$ cat src/rtl/uart_rx_pkg.sv
// Shared UART definitions: receiver FSM states, oversampling constants
// and the parity helper that both the TX and RX paths use.
package uart_rx_pkg;

  // Receiver FSM states
  typedef enum logic [2:0] {
    IDLE,
    START,
    DATA,
    PARITY,
    STOP,
    WAIT_HIGH
  } uart_state_e;

  // Oversampling: 16 ticks per bit, mid-bit sample at the 8th tick
  localparam int OS_RATE = 16;
  localparam int OS_MID  = 7;

  // Parity bit for a data word (zero-extended to 8 bits).
  // odd=0 gives even parity: the bit makes the total count of ones even.
  function automatic logic uart_parity(input logic [7:0] data, input logic odd);
    return (^data) ^ odd;
  endfunction

endpackage

$ cat src/rtl/uart_rx_if.sv
// Receiver-side bundle: divider/parity configuration and serial line in,
// received byte, strobes and status out. The master is whoever drives the
// line and consumes bytes; the slave is the receiver itself.
interface uart_rx_if #(
  parameter int DIV_WIDTH = 10,
  parameter int DATA_BITS = 8
);

  logic [DIV_WIDTH-1:0] final_value;
  logic                 parity_en;
  logic                 parity_odd;
  logic                 rx_in;
  logic [DATA_BITS-1:0] rx_data;
  logic                 rx_valid;
  logic                 parity_error;
  logic                 framing_error;
  logic                 busy;

  modport master (
    output final_value, parity_en, parity_odd, rx_in,
    input  rx_data, rx_valid, parity_error, framing_error, busy
  );

  modport slave (
    input  final_value, parity_en, parity_odd, rx_in,
    output rx_data, rx_valid, parity_error, framing_error, busy
  );

endinterface

$ cat src/rtl/uart_rx_tick_gen.sv
// Oversample tick generator: a mod-(final_value+1) counter that runs only
// while enabled and sits at zero otherwise, so every frame starts with the
// same tick phase relative to start detection.
module uart_rx_tick_gen #(
  parameter int DIV_WIDTH = 10
) (
  input  logic                 clk,
  input  logic                 rst_n,
  input  logic                 en,
  input  logic [DIV_WIDTH-1:0] final_value,
  output logic                 tick
);

  logic [DIV_WIDTH-1:0] count;

  assign tick = en && (count == final_value);

  // Divider counter: cleared when disabled, wraps to zero on each tick
  always_ff @(posedge clk or negedge rst_n) begin
    if (!rst_n) begin
      count <= '0;
    end else if (!en || tick) begin
      count <= '0;
    end else begin
      count <= count + DIV_WIDTH'(1);
    end
  end

endmodule

$ cat src/rtl/uart_rx.sv
// UART receiver. Synchronizes the serial line, oversamples it at 16x the
// baud rate and recovers start, data (LSB first), optional parity and stop
// bits. Each completed frame produces a one-cycle rx_valid or framing_error
// strobe. Configuration is captured at start detection so that changes
// mid-frame only take effect on the next frame.
module uart_rx
  import uart_rx_pkg::*;
#(
  parameter int DIV_WIDTH = 10,
  parameter int DATA_BITS = 8
) (
  input  logic     clk,
  input  logic     rst_n,
  uart_rx_if.slave bus
);

  localparam int          BCW      = (DATA_BITS > 1) ? $clog2(DATA_BITS) : 1;
  localparam logic [3:0]  OS_SAMP  = 4'(OS_MID);
  localparam logic [3:0]  OS_LAST  = 4'(OS_RATE - 1);
  localparam logic [BCW-1:0] BIT_LAST = BCW'(DATA_BITS - 1);

  // Synchronized line
  logic rx_meta;
  logic rxs;

  // FSM
  uart_state_e state_q;
  uart_state_e state_d;

  // Per-frame configuration snapshot
  logic [DIV_WIDTH-1:0] fv_q;
  logic                 par_en_q;
  logic                 par_odd_q;

  // Oversampling and bit tracking
  logic                 tick;
  logic                 tick_en;
  logic [3:0]           os_q;
  logic [BCW-1:0]       bit_q;
  logic [DATA_BITS-1:0] shift_q;
  logic                 par_err_q;

  // Registered outputs
  logic [DATA_BITS-1:0] rx_data_q;
  logic                 rx_valid_q;
  logic                 parity_error_q;
  logic                 framing_error_q;

  // FSM control strobes
  logic start_det;
  logic os_clr;
  logic shift_en;
  logic par_sample;
  logic stop_good;
  logic stop_bad;

  // Two-flop synchronizer; resets to the idle (high) line level
  always_ff @(posedge clk or negedge rst_n) begin
    if (!rst_n) begin
      rx_meta <= 1'b1;
      rxs     <= 1'b1;
    end else begin
      rx_meta <= bus.rx_in;
      rxs     <= rx_meta;
    end
  end

  assign tick_en = (state_q != IDLE);

  uart_rx_tick_gen #(
    .DIV_WIDTH (DIV_WIDTH)
  ) u_tick_gen (
    .clk         (clk),
    .rst_n       (rst_n),
    .en          (tick_en),
    .final_value (fv_q),
    .tick        (tick)
  );

  // FSM state register
  always_ff @(posedge clk or negedge rst_n) begin
    if (!rst_n) begin
      state_q <= IDLE;
    end else begin
      state_q <= state_d;
    end
  end

  // Next-state logic and per-cycle control strobes
  always_comb begin
    state_d    = state_q;
    start_det  = 1'b0;
    os_clr     = 1'b0;
    shift_en   = 1'b0;
    par_sample = 1'b0;
    stop_good  = 1'b0;
    stop_bad   = 1'b0;
    case (state_q)
      IDLE: begin
        if (!rxs) begin
          start_det = 1'b1;
          state_d   = START;
        end
      end
      START: begin
        if (tick && (os_q == OS_SAMP)) begin
          if (rxs) begin
            state_d = IDLE;
          end else begin
            os_clr  = 1'b1;
            state_d = DATA;
          end
        end
      end
      DATA: begin
        if (tick && (os_q == OS_LAST)) begin
          shift_en = 1'b1;
          if (bit_q == BIT_LAST) begin
            state_d = par_en_q ? PARITY : STOP;
          end
        end
      end
      PARITY: begin
        if (tick && (os_q == OS_LAST)) begin
          par_sample = 1'b1;
          state_d    = STOP;
        end
      end
      STOP: begin
        if (tick && (os_q == OS_LAST)) begin
          if (rxs) begin
            stop_good = 1'b1;
            state_d   = IDLE;
          end else begin
            stop_bad = 1'b1;
            state_d  = WAIT_HIGH;
          end
        end
      end
      WAIT_HIGH: begin
        if (rxs) begin
          state_d = IDLE;
        end
      end
      default: state_d = IDLE;
    endcase
  end

  // Configuration snapshot taken at start detection
  always_ff @(posedge clk or negedge rst_n) begin
    if (!rst_n) begin
      fv_q      <= '0;
      par_en_q  <= 1'b0;
      par_odd_q <= 1'b0;
    end else if (start_det) begin
      fv_q      <= bus.final_value;
      par_en_q  <= bus.parity_en;
      par_odd_q <= bus.parity_odd;
    end
  end

  // Oversample counter: held at zero in IDLE, realigned after the start sample
  always_ff @(posedge clk or negedge rst_n) begin
    if (!rst_n) begin
      os_q <= '0;
    end else if ((state_q == IDLE) || os_clr) begin
      os_q <= '0;
    end else if (tick) begin
      os_q <= os_q + 4'd1;
    end
  end

  // Data capture: right shift so the first (LSB) bit ends up in bit 0
  always_ff @(posedge clk or negedge rst_n) begin
    if (!rst_n) begin
      bit_q   <= '0;
      shift_q <= '0;
    end else if (start_det) begin
      bit_q   <= '0;
    end else if (shift_en) begin
      bit_q   <= bit_q + BCW'(1);
      shift_q <= {rxs, shift_q[DATA_BITS-1:1]};
    end
  end

  // Parity mismatch flag, cleared for every new frame
  always_ff @(posedge clk or negedge rst_n) begin
    if (!rst_n) begin
      par_err_q <= 1'b0;
    end else if (start_det) begin
      par_err_q <= 1'b0;
    end else if (par_sample) begin
      par_err_q <= (rxs != uart_parity(8'(shift_q), par_odd_q));
    end
  end

  // Frame-end outputs: data load and one-cycle strobes
  always_ff @(posedge clk or negedge rst_n) begin
    if (!rst_n) begin
      rx_data_q       <= '0;
      rx_valid_q      <= 1'b0;
      parity_error_q  <= 1'b0;
      framing_error_q <= 1'b0;
    end else begin
      rx_valid_q      <= stop_good;
      parity_error_q  <= stop_good && par_err_q;
      framing_error_q <= stop_bad;
      if (stop_good || stop_bad) begin
        rx_data_q <= shift_q;
      end
    end
  end

  assign bus.rx_data       = rx_data_q;
  assign bus.rx_valid      = rx_valid_q;
  assign bus.parity_error  = parity_error_q;
  assign bus.framing_error = framing_error_q;
  assign bus.busy          = (state_q != IDLE);

endmodule

$ cat src/flat_wrapper.sv
// flat-port wrapper written by rule: the top's interface ports become plain ports
module uart_rx_flat import uart_rx_pkg::*;
#(
  parameter int DIV_WIDTH = 10,
  parameter int DATA_BITS = 8
)
  (clk, rst_n, bus_final_value, bus_parity_en, bus_parity_odd, bus_rx_in, bus_rx_data, bus_rx_valid, bus_parity_error, bus_framing_error, bus_busy);
  uart_rx_if #(.DIV_WIDTH(DIV_WIDTH), .DATA_BITS(DATA_BITS)) bus_i ();
  input  logic clk;
  input  logic rst_n;
  input wire logic [$bits(bus_i.final_value)-1:0] bus_final_value;
  input wire logic [$bits(bus_i.parity_en)-1:0] bus_parity_en;
  input wire logic [$bits(bus_i.parity_odd)-1:0] bus_parity_odd;
  input wire logic [$bits(bus_i.rx_in)-1:0] bus_rx_in;
  output wire logic [$bits(bus_i.rx_data)-1:0] bus_rx_data;
  output wire logic [$bits(bus_i.rx_valid)-1:0] bus_rx_valid;
  output wire logic [$bits(bus_i.parity_error)-1:0] bus_parity_error;
  output wire logic [$bits(bus_i.framing_error)-1:0] bus_framing_error;
  output wire logic [$bits(bus_i.busy)-1:0] bus_busy;
  assign bus_i.final_value = bus_final_value;
  assign bus_i.parity_en = bus_parity_en;
  assign bus_i.parity_odd = bus_parity_odd;
  assign bus_i.rx_in = bus_rx_in;
  assign bus_rx_data = bus_i.rx_data;
  assign bus_rx_valid = bus_i.rx_valid;
  assign bus_parity_error = bus_i.parity_error;
  assign bus_framing_error = bus_i.framing_error;
  assign bus_busy = bus_i.busy;
  uart_rx #(.DIV_WIDTH(DIV_WIDTH), .DATA_BITS(DATA_BITS)) u_core (.clk(clk), .rst_n(rst_n), .bus(bus_i));
endmodule
$ cat config.mk
export PLATFORM = sky130hd
export DESIGN_NAME = uart_rx_flat
export DESIGN_NICKNAME = d
export VERILOG_FILES = /design/src/rtl/uart_rx_pkg.sv /design/src/rtl/uart_rx_if.sv /design/src/rtl/uart_rx_tick_gen.sv /design/src/rtl/uart_rx.sv /design/src/flat_wrapper.sv
export SDC_FILE = /design/constraint.sdc
export NUM_CORES = 1
export LEC_CHECK = 0
export ABC_CLOCK_PERIOD_IN_PS = 3400
export CORE_MARGIN = 2
export CORE_UTILIZATION = 60
export CTS_CLUSTER_DIAMETER = 80
export DETAILED_ROUTE_END_ITERATION = 6
export PLACE_DENSITY = 0.84
export SYNTH_ARGS = -nofsm -noshare
export SYNTH_HDL_FRONTEND = slang
export SYNTH_SLANG_ARGS = --single-unit
$ cat constraint.sdc
create_clock -name clk -period 3.4 [get_ports clk]
set_input_delay 0.68 -clock clk [delete_from_list [all_inputs] [get_ports clk]]
set_output_delay 0.68 -clock clk [all_outputs]
set_load 0.05 [all_outputs]
# Yosys cells after proc, flatten, opt, wreduce, memory -nomap -nowiden
# Index checks and enable logic that the tools add are counted.
[op_classes]
eq_ne = 17
mux = 30
n_reduce_logical = 16
addsub = 3
n_bitwise = 2
[op_table]
columns = ["operator", "n"]
rows = [
  ["$mux 3", 11],
  ["$pmux 3 s6", 1],
  ["$mux 1", 14],
  ["$ne 2x1->1 const B", 6],
  ["$add 10x1->10 const B", 1],
  ["$eq 10x10->1", 1],
  ["$mux 10", 1],
  ["$eq 3x3->1 const B", 3],
  ["$mux 4", 2],
  ["$reduce_xor 8->1", 1],
  ["$reduce_and 7->1", 1],
  ["$eq 3x2->1 const B", 2],
  ["$reduce_bool 2->1", 3],
  ["$add 4x1->4 const B", 1],
  ["$eq 4x3->1 const B", 1],
  ["$eq 4x4->1 const B", 1],
  ["$logic_and 1x1->1", 4],
  ["$add 3x1->3 const B", 1],
  ["$eq 3x1->1 const B", 1],
  ["$logic_not 3->1", 1],
  ["$logic_or 1x1->1", 3],
  ["$reduce_bool 3->1", 1],
  ["$mux 2", 1],
  ["$ne 2x2->1 const B", 1],
  ["5 further kinds", 5],
]
[word_totals]
register_bits = 54
in_bits = 15
output_inout_bits = 12
wordCells = 83

# Depth between registers and ports, before layout
# Gate-level depths: netlist of run 1.
[depth]
word_depth = 7
ltp_mapped = 7
depth_no_buf = 7

# Hierarchy
# From an unflattened synthesis of run 1, not the netlist that was laid out.
[hier_totals]
cells_unflattened = 225
area_unflattened_um2 = 2598.7
[by_module_without_submodules]
columns = ["mod", "seq_area_each_um2", "cells_per_inst", "area_each_um2", "instances"]
rows = [
  ["uart_rx", 1103.6, 170, 2035.7, 1],
  ["uart_rx_tick_gen", 250.2, 55, 563.0, 1],
]

# Least setup slack after synthesis of run 1
# Ideal clock, no wire load.
[synth_timing]
kind = "reg2reg"
start = "reg u_core.u_tick_gen.count[2]"
end = "reg u_core.bit_q[1]"
t_required_ps = 3275
setup_slack_ps = 1066
setup_time_ps = 125
stages_incl_launch_ff = 8
t_arrival_ps = 2209
n_path_buf = 2
synth_period_minus_slack_ps = 2334
cell_sequence = "dfrtp_1 -> xnor2_1 -> nand4_1 -> or3_1 -> buf_2 -> or4_4 -> buf_6 -> mux2_4"
[synth_via]
elab_chain_len = 6
[synth_lines]
columns = ["element", "line_no", "text"]
rows = [
  ["start, declared", "uart_rx_tick_gen.sv:14", "logic [DIV_WIDTH-1:0] count;"],
  ["start signal, assigned", "uart_rx_tick_gen.sv:25", "count <= count + DIV_WIDTH'(1);"],
  ["$eq 10x10->1", "uart_rx_tick_gen.sv:16", "assign tick = en && (count == final_value);"],
  ["$logic_and 1x1->1", "uart_rx_tick_gen.sv:16", ""],
  ["$logic_and 1x1->1", "uart_rx.sv:116", "if (tick && (os_q == OS_LAST)) begin"],
  ["$mux 1", "uart_rx.sv:116", ""],
  ["$mux 1", "uart_rx.sv:98", "case (state_q)"],
  ["$reduce_bool 2->1 (no line)", "n/a", ""],
  ["end signal, assigned", "uart_rx.sv:181", "bit_q <= bit_q + BCW'(1);"],
  ["end, declared", "uart_rx.sv:39", "logic [BCW-1:0] bit_q;"],
]
# No other way between the ends.
# A chain may end at the register's enable or synchronous reset.

# Worst setup path after layout of run 1
[layout_timing]
start = "reg u_core.state_q[0]"
end = "out bus_busy"
[layout_via]
elab_chain_len = 1
[layout_lines]
columns = ["element", "line_no", "text"]
rows = [
  ["start, declared", "uart_rx.sv:27", "uart_state_e state_q;"],
  ["start signal, assigned", "uart_rx.sv:85", "state_q <= state_d;"],
  ["$reduce_bool 3->1", "uart_rx.sv:218", "assign bus.busy = (state_q != IDLE);"],
  ["end, declared", "flat_wrapper.sv:19", "output wire logic [$bits(bus_i.busy)-1:0] bus_busy;"],
]
# No other way between the ends.

==> summary.md, run 1 <==
| Metric | Value |
|---|---|
| Ys Warns | 0 |
| CTS Sinks | 54 |
| FF+latch count, synth | 54 |
| Clk buf depth | 2 |
| Lkg Pwr | 1.38 nW |
| Gr ovfl total | 0 |
| VDD IR max | approximately 0.36 mV |
| Worst setup SP type | register |
| Layout cells sized above 1 | 0.190 |
| DR WL/cell | around 15 um |
| Routed via count | about 1,700 |
| IO Count | 27 |
| ANT cells | 0 |
| Clk Latency, worst-skew pair | roughly 0.32 ns |
| Critical Path End | bus_busy |
| Die H | about 70 um |
| GPL Wtd Cong | 0.850 |
| Area grow syn2layout | 14.5% |
| Post-CTS setup buffers | 0 |
| Hold Buf Count CTS | 0 |
| Die area | 4950 um^2 |
| Fin crit share | 0.855 |
| Vias in the first global route | 1,672 |
| R2r startpoint | u_core.u_tick_gen.count[2] |
| Setup TNS Final | 0 ns |
| Status | complete, no violations |
| Max cap viols | 0 |
| Global-route wire length before repair | 7830 um |
| Worst EP arrival | ~2.2 ns |
| Layout Cells excl Fill | 300 |
| IO Port Bufs | 26 |
| # rows | 24 |
| Clock Pin Slew Worst Setup and Hold Paths | roughly 0.1 ns |
| R2R depth | 5 |
| GRT Overall Usage | 0.203 |
| Avg Inst Size Synth | between 10 and 15 um^2 |
| Critical path required time | about 2.7 ns |
| Worst Clk Skew | about 0.0093 ns |
| Final worst-path setup slack | between 0.4 and 0.5 ns |
| Slew @ Worst Pin | around 0.6 ns |
| CP Capture Type | output port |
| Largest net degree at the start of global routing | 31 |
| Routed Antenna Nets | 0 |
| Root Buffer | clkbuf_8 |
| Highest Clock Rate | 0.344 GHz |
| Fin nets | around 270 |
| Max Slew Vio Count | 0 |
| Final wirelength | 4520 um |
| Count of cell types in the netlist | 39 |
| Worst hold path class | in -> async |
| H-tree depth | 2 |
| Initial core utilization | 0.615 |
| CTS tree | done |
| Setup CP Type | reg -> out |
| Vias per Instance | around 5.6 |
| WHS | between 0.3 and 0.4 ns |
| Final hold viol count | 0 |
| DR DRC count | 0 |
| Setup violators final | 0 |
| Synthesized area | roughly 2600 um^2 |
| Layout Utilization | 0.704 |
| CP Launch Point | u_core.state_q[0] |
| TritonCTS Buffers | 5 |
| Register area share after synthesis | 0.513 |
| Post-DP HPWL | 3200 um |
| Rel. slew slack | 0.598 |
| Number of placed instances, taps included | ~290 |
| Initial antenna violation count | 0 |
| Initial DRC count | around 70 |
| Dpl ws | 0.838 ns |
| Die width | around 70 um |
| Post_cts resized | 0 |
| R2R Path End | u_core.bit_q[2] |
| Min Tclk post-route | 2.91 ns |
| Synth Instances | 220 |
| Fillers | between 300 and 400 |
| Synthesized Nets | 239 |
| RSZ-0062 raised after global routing | false |
| Critical path fanouts, max | 18 |
| Pre-Repair DR Iteration Count | 4 |
| Core ar. | around 4300 um^2 |
| PwrDens | ~430 nW/um^2 |
| Reg2Reg Setup Slack | 0.82 ns |
-- state kept, by name, summed over array words and instances, names as in the netlist, 3 cells and up --
| name | count |
|---|---|
| u_core.shift_q | 8 |
| u_core.state_q | 3 |
| u_core.bus.rx_data | 8 |
| u_core.os_q | 4 |
| u_core.fv_q | 10 |
| u_core.bit_q | 3 |
| u_core.u_tick_gen.count | 10 |
-- cells by family after synthesis --
group / synth area share
compound gates: 0.0507
xor+xnor: 0.0948
fa+ha+maj: 0.0190
buf+inv: 0.0275
flops: 0.513
mux: 0.162
simple gates: 0.134
-- critical path, stage by stage, from the launching register on --
cell             delay, ns
dfrtp_1               0.55
nor3_1                0.43
inv_1                 0.18
clkdlybuf4s50_1       0.75
-- worst min-delay path by stage --
stage                         startpoint  cells after the start               endpoint  slack (ns)
after floorplan           u_core.rx_meta                      0             u_core.rxs        0.35
after global placement    u_core.rx_meta                      0             u_core.rxs        0.35
after detailed placement  u_core.rx_meta                      0             u_core.rxs        0.35
after CTS                          rst_n                      1  u_core.bus.rx_data[2]        0.35
after global routing               rst_n                      1  u_core.bus.rx_data[2]        0.37
final                              rst_n                      1  u_core.bus.rx_data[2]        0.33
-- Yosys cell counts --
cell | count | area, um^2
dfrtp_1 | 52 | 1300
xnor2_1 | 21 | 184
nor2_1 | 19 | 71.3
mux2_4 | 16 | 240
mux2_2 | 13 | 146
nand2_1 | 11 | 41.3
inv_1 | 7 | 26.3
nor3_1 | 6 | 30.0
clkbuf_1 | 5 | 18.8
nand3_1 | 5 | 25.0
o21ai_0 | 5 | 25.0
xor2_1 | 5 | 43.8
a21oi_1 | 4 | 20.0
and3_1 | 4 | 25.0
ha_1 | 4 | 50.1
mux2i_1 | 4 | 40.0
nand4_1 | 4 | 25.0
nor2b_1 | 3 | 18.8
nor4_1 | 3 | 18.8
and2_1 | 2 | 12.5
buf_6 | 2 | 22.5
dfstp_2 | 2 | 52.6
nand2b_1 | 2 | 12.5
nand3b_1 | 2 | 15.0
o22ai_1 | 2 | 12.5
o31a_1 | 2 | 17.5
or4_4 | 2 | 22.5
or4b_2 | 2 | 20.0
a211oi_1 | 1 | 7.51
a22o_1 | 1 | 8.76
and4_1 | 1 | 8.76
buf_2 | 1 | 5.00
o211ai_1 | 1 | 7.51
o21ba_2 | 1 | 10.0
o21bai_1 | 1 | 7.51
o221ai_1 | 1 | 8.76
o311ai_0 | 1 | 8.76
or3_1 | 1 | 6.26
xnor3_1 | 1 | 22.5
-- cell usage in the layout, fill, tap and decap left out, drive strengths merged, types with 5 or more instances in the layout --
cell type,instances
xnor2,21
dfrtp,52
nor2,19
nand2,11
clkdlybuf4s50,25
clkbuf,5
mux2,29
xor2,5
nand3,5
nor3,6
inv,8
o21ai,5
-- per-layer routing --
metal / GRT usage / vias to the layer above / wire length (um)
li1: - / 819 / -
met1: 0.275 / 827 / 2030
met2: 0.320 / 35 / 2230
met3: 0.0476 / 7 / 184
met4: 0.0726 / 0 / 72
met5: 0 / - / 0
-- layout make-up --
type	instances	area [um^2]	share of cell area
inverter	7	26.3	0.00870
clock buffer	5	68.8	0.0228
sequential	54	1350	0.448
timing repair buffer	28	270	0.0894
multi-input combinational	151	1210	0.402
tap	52	65.1	0.0215
clock inverter	3	23.8	0.00787
-- through the flow --
stage / cell area, um^2 / power [W]
after detailed placement: 2930 / 0.000937
after global placement: 2930 / 0.000930
after global routing: 3020 / 0.00136
final: 3020 / 0.00130
after CTS: 3020 / 0.00131
after floorplan: 2640 / 0.000873
-- power breakdown --
part,internal (W),switching [W],leakage (nW)
combinational,0.0000897,0.0000774,0.637
clock,0.000148,0.000221,0.0408
sequential,0.000692,0.0000683,0.703
total,0.000930,0.000367,1.38
(Power assumes the default switching activity.)
==> run 2, diff against run 1 <==
--- a/config.mk
+++ b/config.mk
@@ -6,6 +6,7 @@
 export NUM_CORES = 1
 export LEC_CHECK = 0
 export ABC_CLOCK_PERIOD_IN_PS = 3400
+export CORE_ASPECT_RATIO = 0.9
 export CORE_MARGIN = 2
 export CORE_UTILIZATION = 60
 export CTS_CLUSTER_DIAMETER = 80
==> run 2 against run 1 <==
Fmax is 0.63% higher. Combinational power is 4% higher. Core utilization is 3.1 points higher. Non-clock buffer count rose by 1. Critical path depth is the same. Clock power rose by 5.7%. Global-route usage rose by 2.0 points. Sequential power about the same. First-iteration DRC count is 72% higher. Largest cell class unchanged.
==> summary.md, run 2 (same netlist as run 1, synthesis figures left out) <==
| Metric | Value |
|---|---|
| Fillers | 280 (was 316) |
| Status | complete, no violations (unchanged) |
| PwrDens | 434 nW/um^2 (was 429 nW/um^2) |
| Post-CTS setup buffers | 0 (unchanged) |
| Final wirelength | 4890 um (was 4520 um) |
| H-tree depth | 2 (unchanged) |
| Min Tclk post-route | 2.89 ns (was 2.91 ns) |
| Critical path fanouts, max | 18 (unchanged) |
| Lkg Pwr | 1.40 nW (was 1.38 nW) |
| DP Area | 2950 um^2 (was 2930 um^2) |
| Gr ovfl total | 0 (unchanged) |
| Highest Clock Rate | 0.346 GHz (was 0.344 GHz) |
| Worst setup SP type | register (unchanged) |
| Worst EP arrival | 2.21 ns (was 2.23 ns) |
| Initial core utilization | 0.635 (was 0.615) |
| # rows | 22 (was 24) |
| Levels on crit path | 3 (unchanged) |
| Initial antenna violation count | 0 (unchanged) |
| Most common cell after layout, fill and taps aside | dfrtp_1 (unchanged) |
| VDD IR max | 0.402 mV (was 0.360 mV) |
| Worst path buffer plus inverter count | 2 (unchanged) |
| Design area | 3050 um^2 (was 3020 um^2) |
| Fin crit share | 0.850 (was 0.855) |
| R2R depth | 5 (unchanged) |
| Sw Ratio | 0.268 (was 0.283) |
| Routed Antenna Nets | 0 (unchanged) |
| Setup TNS Final | 0 ns (unchanged) |
| Comb pwr share | 0.131 (was 0.129) |
| DR DRC count | 0 (unchanged) |
| DR WL/cell | 15.8 um (was 15.1 um) |
| Post-DP HPWL | 3460 um (was 3200 um) |
| Final hold viol count | 0 (unchanged) |
| CP Capture Type | output port (unchanged) |
| Routed via count | 1,748 (was 1,688) |
| Max cap viols | 0 (unchanged) |
| Cell family with the largest share of critical-path delay | buffers and inverters (unchanged) |
| RSZ-0062 raised after global routing | false (unchanged) |
| Worst hold path class | in -> async (unchanged) |
| IO Port Bufs | 26 (unchanged) |
| CTS tree | done (unchanged) |
| Critical Path, Cell by Cell | nor3_1, inv_1, clkdlybuf4s50_1 (unchanged) |
| Sequential share of power | 0.574 (was 0.587) |
| Core ar. | 4160 um^2 (was 4290 um^2) |
| Largest net degree at the start of global routing | 39 (was 31) |
| Vias in the first global route | 1,721 (was 1,672) |
| Layout cells sized above 1 | 0.193 (was 0.190) |
| Rel. slew slack | 0.618 (was 0.598) |
| Post_cts resized | 0 (unchanged) |
| Clk pwr share | 0.295 (was 0.284) |
| ANT cells | 0 (unchanged) |
| Global-route wire length before repair | 8250 um (was 7830 um) |
| Layout Utilization | 0.734 (was 0.704) |
| Die width | 73.9 um (was 70.3 um) |
| P_sw | 0.000354 W (was 0.000367 W) |
| Most frequent cells in the layout | dfrtp_1, clkdlybuf4s50_1, xnor2_1, nor2_1, mux2_4 (unchanged) |
| Slew @ Worst Pin | 0.571 ns (was 0.601 ns) |
| Max Slew Vio Count | 0 (unchanged) |
| Initial DRC count | 119 (was 69) |
| Critical path required time | 2.72 ns (about the same) |
| Regs by FF count | u_core.fv_q x10, u_core.u_tick_gen.count x10 (unchanged) |
| Pre-Repair DR Iteration Count | 4 (unchanged) |
| Clock Pin Slew Worst Setup and Hold Paths | 0.09 ns (was 0.10 ns) |
| Root Buffer | clkbuf_8 (unchanged) |
| Setup CP Type | reg -> out (unchanged) |
| Vias per Instance | 5.66 (was 5.63) |
| Clk Latency, worst-skew pair | 0.30 ns (was 0.32 ns) |
| GRT Overall Usage | 0.223 (was 0.203) |
| Clk buf depth | 2 (unchanged) |
| TritonCTS Buffers | 5 (unchanged) |
| Max stage delay cell, worst path | clkdlybuf4s50_1 (unchanged) |
| Hold Buf Count CTS | 0 (unchanged) |
| Setup violators final | 0 (unchanged) |
| Area grow syn2layout | 15.6% (was 14.5%) |
| Worst Clk Skew | 0.00690 ns (was 0.00933 ns) |
| CTS Sinks | 54 (unchanged) |
| Die area | 4950 um^2 (about the same) |
| IO Count | 27 (unchanged) |
| Die H | 66.9 um (was 70.3 um) |
| Critical path's largest stage delay | 0.74 ns (was 0.75 ns) |
| Cell-internal power | 0.000970 W (was 0.000930 W) |
| Fin nets | 267 (was 266) |
| GPL Wtd Cong | 0.876 (was 0.850) |
==> run 2: final timing paths <==
| kind | from | endpoint | slack, ns |
|---|---|---|---|
| worst min register to register | u_core.rx_meta | u_core.rxs | 0.36 |
| max in group asynchronous | rst_n | u_core.rxs | 2.29 |
| worst max-delay path | u_core.state_q[0] | bus_busy | 0.51 |
| worst max register to register | u_core.u_tick_gen.count[7] | u_core.shift_q[1] | 0.85 |
| min in group clk | u_core.rx_meta | u_core.rxs | 0.36 |
| worst min-delay path | rst_n | u_core.bus.rx_valid | 0.28 |
==> run 2: power by group through the flow <==
stage | sequential [W] | combinational [W] | clock, W
2_1_floorplan | 0.000752 | 0.000121 | 0
3_3_place_gp | 0.000764 | 0.000166 | 0
3_5_place_dp | 0.000770 | 0.000172 | 0
4_1_cts | 0.000758 | 0.000174 | 0.000397
5_1_grt | 0.000766 | 0.000196 | 0.000423
6_report | 0.000760 | 0.000174 | 0.000390
==> run 2: layout make-up <==
class                      count  area, um^2  area share
sequential                    54        1350       0.444
clock buffer                   7        96.3      0.0316
tap                           60        75.1      0.0246
inverter                       7        26.3     0.00861
multi-input combinational    151        1210       0.398
clock inverter                 1        8.76     0.00287
timing repair buffer          29         278      0.0910
==> run 2: per-stage QoR <==
step	setup WS, ns	hold WS, ns	instances	total power, W
floorplan	1.07	0.345	220	0.000873
detailed placement	0.880	0.349	301	0.000942
finish	0.511	0.283	309	0.00132
global placement	0.899	0.347	301	0.000930
CTS	0.504	0.288	309	0.00133
global route	0.354	0.310	309	0.00139
==> run 2: metal layers <==
| metal | wire length, um | GRT usage | up-vias |
|---|---|---|---|
| li1 | - | - | 821 |
| met1 | 2410 | 0.327 | 877 |
| met2 | 2240 | 0.334 | 43 |
| met3 | 173 | 0.0439 | 7 |
| met4 | 61 | 0.0727 | 0 |
| met5 | 0 | 0 | - |
==> run 2: worst reg2reg max path: cells and delay by family, from the launching register on <==
kind | cells | cell delay [ns]
flip-flops | 1 | 0.43
AND/OR/NAND/NOR | 3 | 1.50
multiplexers | 1 | 0.35
XOR/XNOR | 1 | 0.18
==> run 3, diff against run 2 <==
--- a/config.mk
+++ b/config.mk
@@ -5,13 +5,13 @@
 export SDC_FILE = /design/constraint.sdc
 export NUM_CORES = 1
 export LEC_CHECK = 0
-export ABC_CLOCK_PERIOD_IN_PS = 3400
+export ABC_CLOCK_PERIOD_IN_PS = 3000
 export CORE_ASPECT_RATIO = 0.9
 export CORE_MARGIN = 2
-export CORE_UTILIZATION = 60
+export CORE_UTILIZATION = 56
 export CTS_CLUSTER_DIAMETER = 80
 export DETAILED_ROUTE_END_ITERATION = 6
-export PLACE_DENSITY = 0.84
+export PLACE_DENSITY = 0.79
 export SYNTH_ARGS = -nofsm -noshare
 export SYNTH_HDL_FRONTEND = slang
 export SYNTH_SLANG_ARGS = --single-unit
==> constraint.sdc (replaced) <==
create_clock -name clk -period 3 [get_ports clk]
set_input_delay 0.6 -clock clk [delete_from_list [all_inputs] [get_ports clk]]
set_output_delay 0.6 -clock clk [all_outputs]
set_load 0.05 [all_outputs]
==> run 3 against run 2 <==
Via count down 3.5%. Sequential power up 13%. Register-to-register slack worse by 0.43 ns. Non-clock buffer count up 1. Global-route usage down 3.0 points. Final cell count up 0.97%. Critical path depth unchanged.
==> summary.md, run 3 (same netlist as run 1, synthesis figures left out) <==
| Metric | Value |
|---|---|
| Critical path fanouts, max | 8 (was 18) |
| CP Capture Type | output port (unchanged) |
| Area grow syn2layout | 16.2% (was 15.6%) |
| Post-CTS setup buffers | 0 (unchanged) |
| VDD IR max | 0.328 mV (was 0.402 mV) |
| Rel. slew slack | 0.555 (was 0.618) |
| Vias in the first global route | 1,698 (was 1,721) |
| ANT cells | 0 (unchanged) |
| Layout cells sized above 1 | 0.192 (was 0.193) |
| Pre-Repair DR Iteration Count | 4 (unchanged) |
| Final worst-path setup slack | 0.173 ns (was 0.511 ns) |
| Vias per Instance | 5.41 (was 5.66) |
| Initial core utilization | 0.588 (was 0.635) |
| Die H | 69.1 um (was 66.9 um) |
| Hold Buf Count CTS | 0 (unchanged) |
| Worst EP arrival | 2.23 ns (was 2.21 ns) |
| Clk buf depth | 2 (unchanged) |
| Worst hold path class | reg -> reg (was in -> async) |
| Max Slew Vio Count | 0 (unchanged) |
| Most frequent cells in the layout | dfrtp_1, clkdlybuf4s50_1, xnor2_1, nor2_1, mux2_4 (unchanged) |
| Slew @ Worst Pin | 0.667 ns (was 0.571 ns) |
| Root Buffer | clkbuf_8 (unchanged) |
| GRT Overall Usage | 0.194 (was 0.223) |
| Setup CP Type | reg -> out (unchanged) |
| IO Port Bufs | 26 (unchanged) |
| Lkg Pwr | 1.40 nW (about the same) |
| Final wirelength | 4650 um (was 4890 um) |
| Worst Clk Skew | 0.0124 ns (was 0.00690 ns) |
| DR WL met2 | 2200 um (was 2240 um) |
| Max Used Layer | met4 (unchanged) |
| RSZ-0062 raised after global routing | false (unchanged) |
| Most common cell after layout, fill and taps aside | dfrtp_1 (unchanged) |
| Initial antenna violation count | 0 (unchanged) |
| Largest net degree at the start of global routing | 55 (was 39) |
| Dpl ws | 0.431 ns (was 0.880 ns) |
| Initial DRC count | 89 (was 119) |
| Gr ovfl total | 0 (unchanged) |
| DR WL/cell | 14.9 um (was 15.8 um) |
| Die area | 5280 um^2 (was 4950 um^2) |
| Clock Pin Slew Worst Setup and Hold Paths | 0.10 ns (was 0.09 ns) |
| Design area | 3070 um^2 (was 3050 um^2) |
| Final hold viol count | 0 (unchanged) |
| Status | complete, no violations (unchanged) |
| PwrDens | 499 nW/um^2 (was 434 nW/um^2) |
| CTS tree | done (unchanged) |
| Critical path required time | 2.40 ns (was 2.72 ns) |
| Global-route wire length before repair | 8170 um (was 8250 um) |
| Regs by FF count | u_core.fv_q x10, u_core.u_tick_gen.count x10 (unchanged) |
| Post_cts resized | 0 (unchanged) |
| Die width | 76.4 um (was 73.9 um) |
| Post-DP HPWL | 3200 um (was 3460 um) |
| IO Count | 27 (unchanged) |
| Core ar. | 4490 um^2 (was 4160 um^2) |
| Fin nets | 268 (was 267) |
| Fin crit share | 0.942 |
| DR DRC count | 0 (unchanged) |
| Highest Clock Rate | 0.354 GHz |
| Routed Antenna Nets | 0 (unchanged) |
| Clk Latency, worst-skew pair | 0.31 ns (was 0.30 ns) |
| Wire length on met3 | 209 um (was 173 um) |
| CTS Sinks | 54 (unchanged) |
| TritonCTS Buffers | 5 (unchanged) |
| Setup violators final | 0 (unchanged) |
| # rows | 23 (was 22) |
| H-tree depth | 2 (unchanged) |
| Routed via count | 1,687 (was 1,748) |
| Worst setup SP type | register (unchanged) |
| Max cap viols | 0 (unchanged) |
| Met1 wire length | 2200 um (was 2410 um) |
| Min Tclk post-route | around 2.8 ns |
| GPL Wtd Cong | 0.819 (was 0.876) |
| DP Area | 2960 um^2 (was 2950 um^2) |
| Setup TNS Final | 0 ns (unchanged) |
==> run 3: cell count changes in the layout (fill, tap and decap cells not counted) <==
| cell | change |
|---|---|
| buf_4 | +1 |
| bufinv_16 | +1 |
| clkbuf_1 | +1 |
| clkbuf_8 | -2 |
| clkinv_4 | -1 |
| clkinvlp_4 | +1 |
==> run 3: area by class of cell <==
class                      count  area, um^2
multi-input combinational    151        1210
inverter                       7        26.3
sequential                    54        1350
timing repair buffer          30         285
clock buffer                   6        72.6
fill                         347        1420
clock inverter                 2        37.5
tap                           62        77.6
==> run 3: worst paths after layout <==
kind,start,to,slack (ns),depth (start not counted)
worst max register to register,u_core.u_tick_gen.count[1],u_core.shift_q[3],0.42,5
worst min-delay path,u_core.rx_meta,u_core.rxs,0.36,0
worst min register to register,u_core.rx_meta,u_core.rxs,0.36,0
max in group asynchronous,rst_n,u_core.fv_q[1],2.14,2
worst max-delay path,u_core.state_q[2],bus_busy,0.17,3
min in group asynchronous,rst_n,u_core.bus.rx_valid,0.40,2
==> run 3: report_power, final <==
group / total, W / internal [W] / switching (W)
registers: 0.000856 / 0.000785 / 0.0000711
clock network: 0.000483 / 0.000249 / 0.000234
logic: 0.000192 / 0.000102 / 0.0000904
total: 0.00153 / 0.00114 / 0.000396
==> run 3: stage by stage <==
stage / hold slack [ns] / utilization / cells / total power (W)
final: 0.362 / 0.683 / 312 / 0.00153
after global routing: 0.370 / 0.683 / 312 / 0.00160
after CTS: 0.365 / 0.683 / 312 / 0.00154
after detailed placement: 0.347 / 0.659 / 304 / 0.00106
after global placement: 0.347 / 0.659 / 304 / 0.00105
after floorplan: 0.304 / - / 220 / 0.000989
==> run 3: per-layer routing <==
metal | up-vias | global-route usage
met5 | - | 0
li1 | 822 | -
met4 | 0 | 0.0485
met3 | 4 | 0.0380
met1 | 824 | 0.281
met2 | 37 | 0.302
==> run 3: critical path, stage by stage, from the launching register on <==
cell and delay (ns):
dfrtp_1 0.47, nor3_1 0.48, inv_1 0.22, clkdlybuf4s50_1 0.76
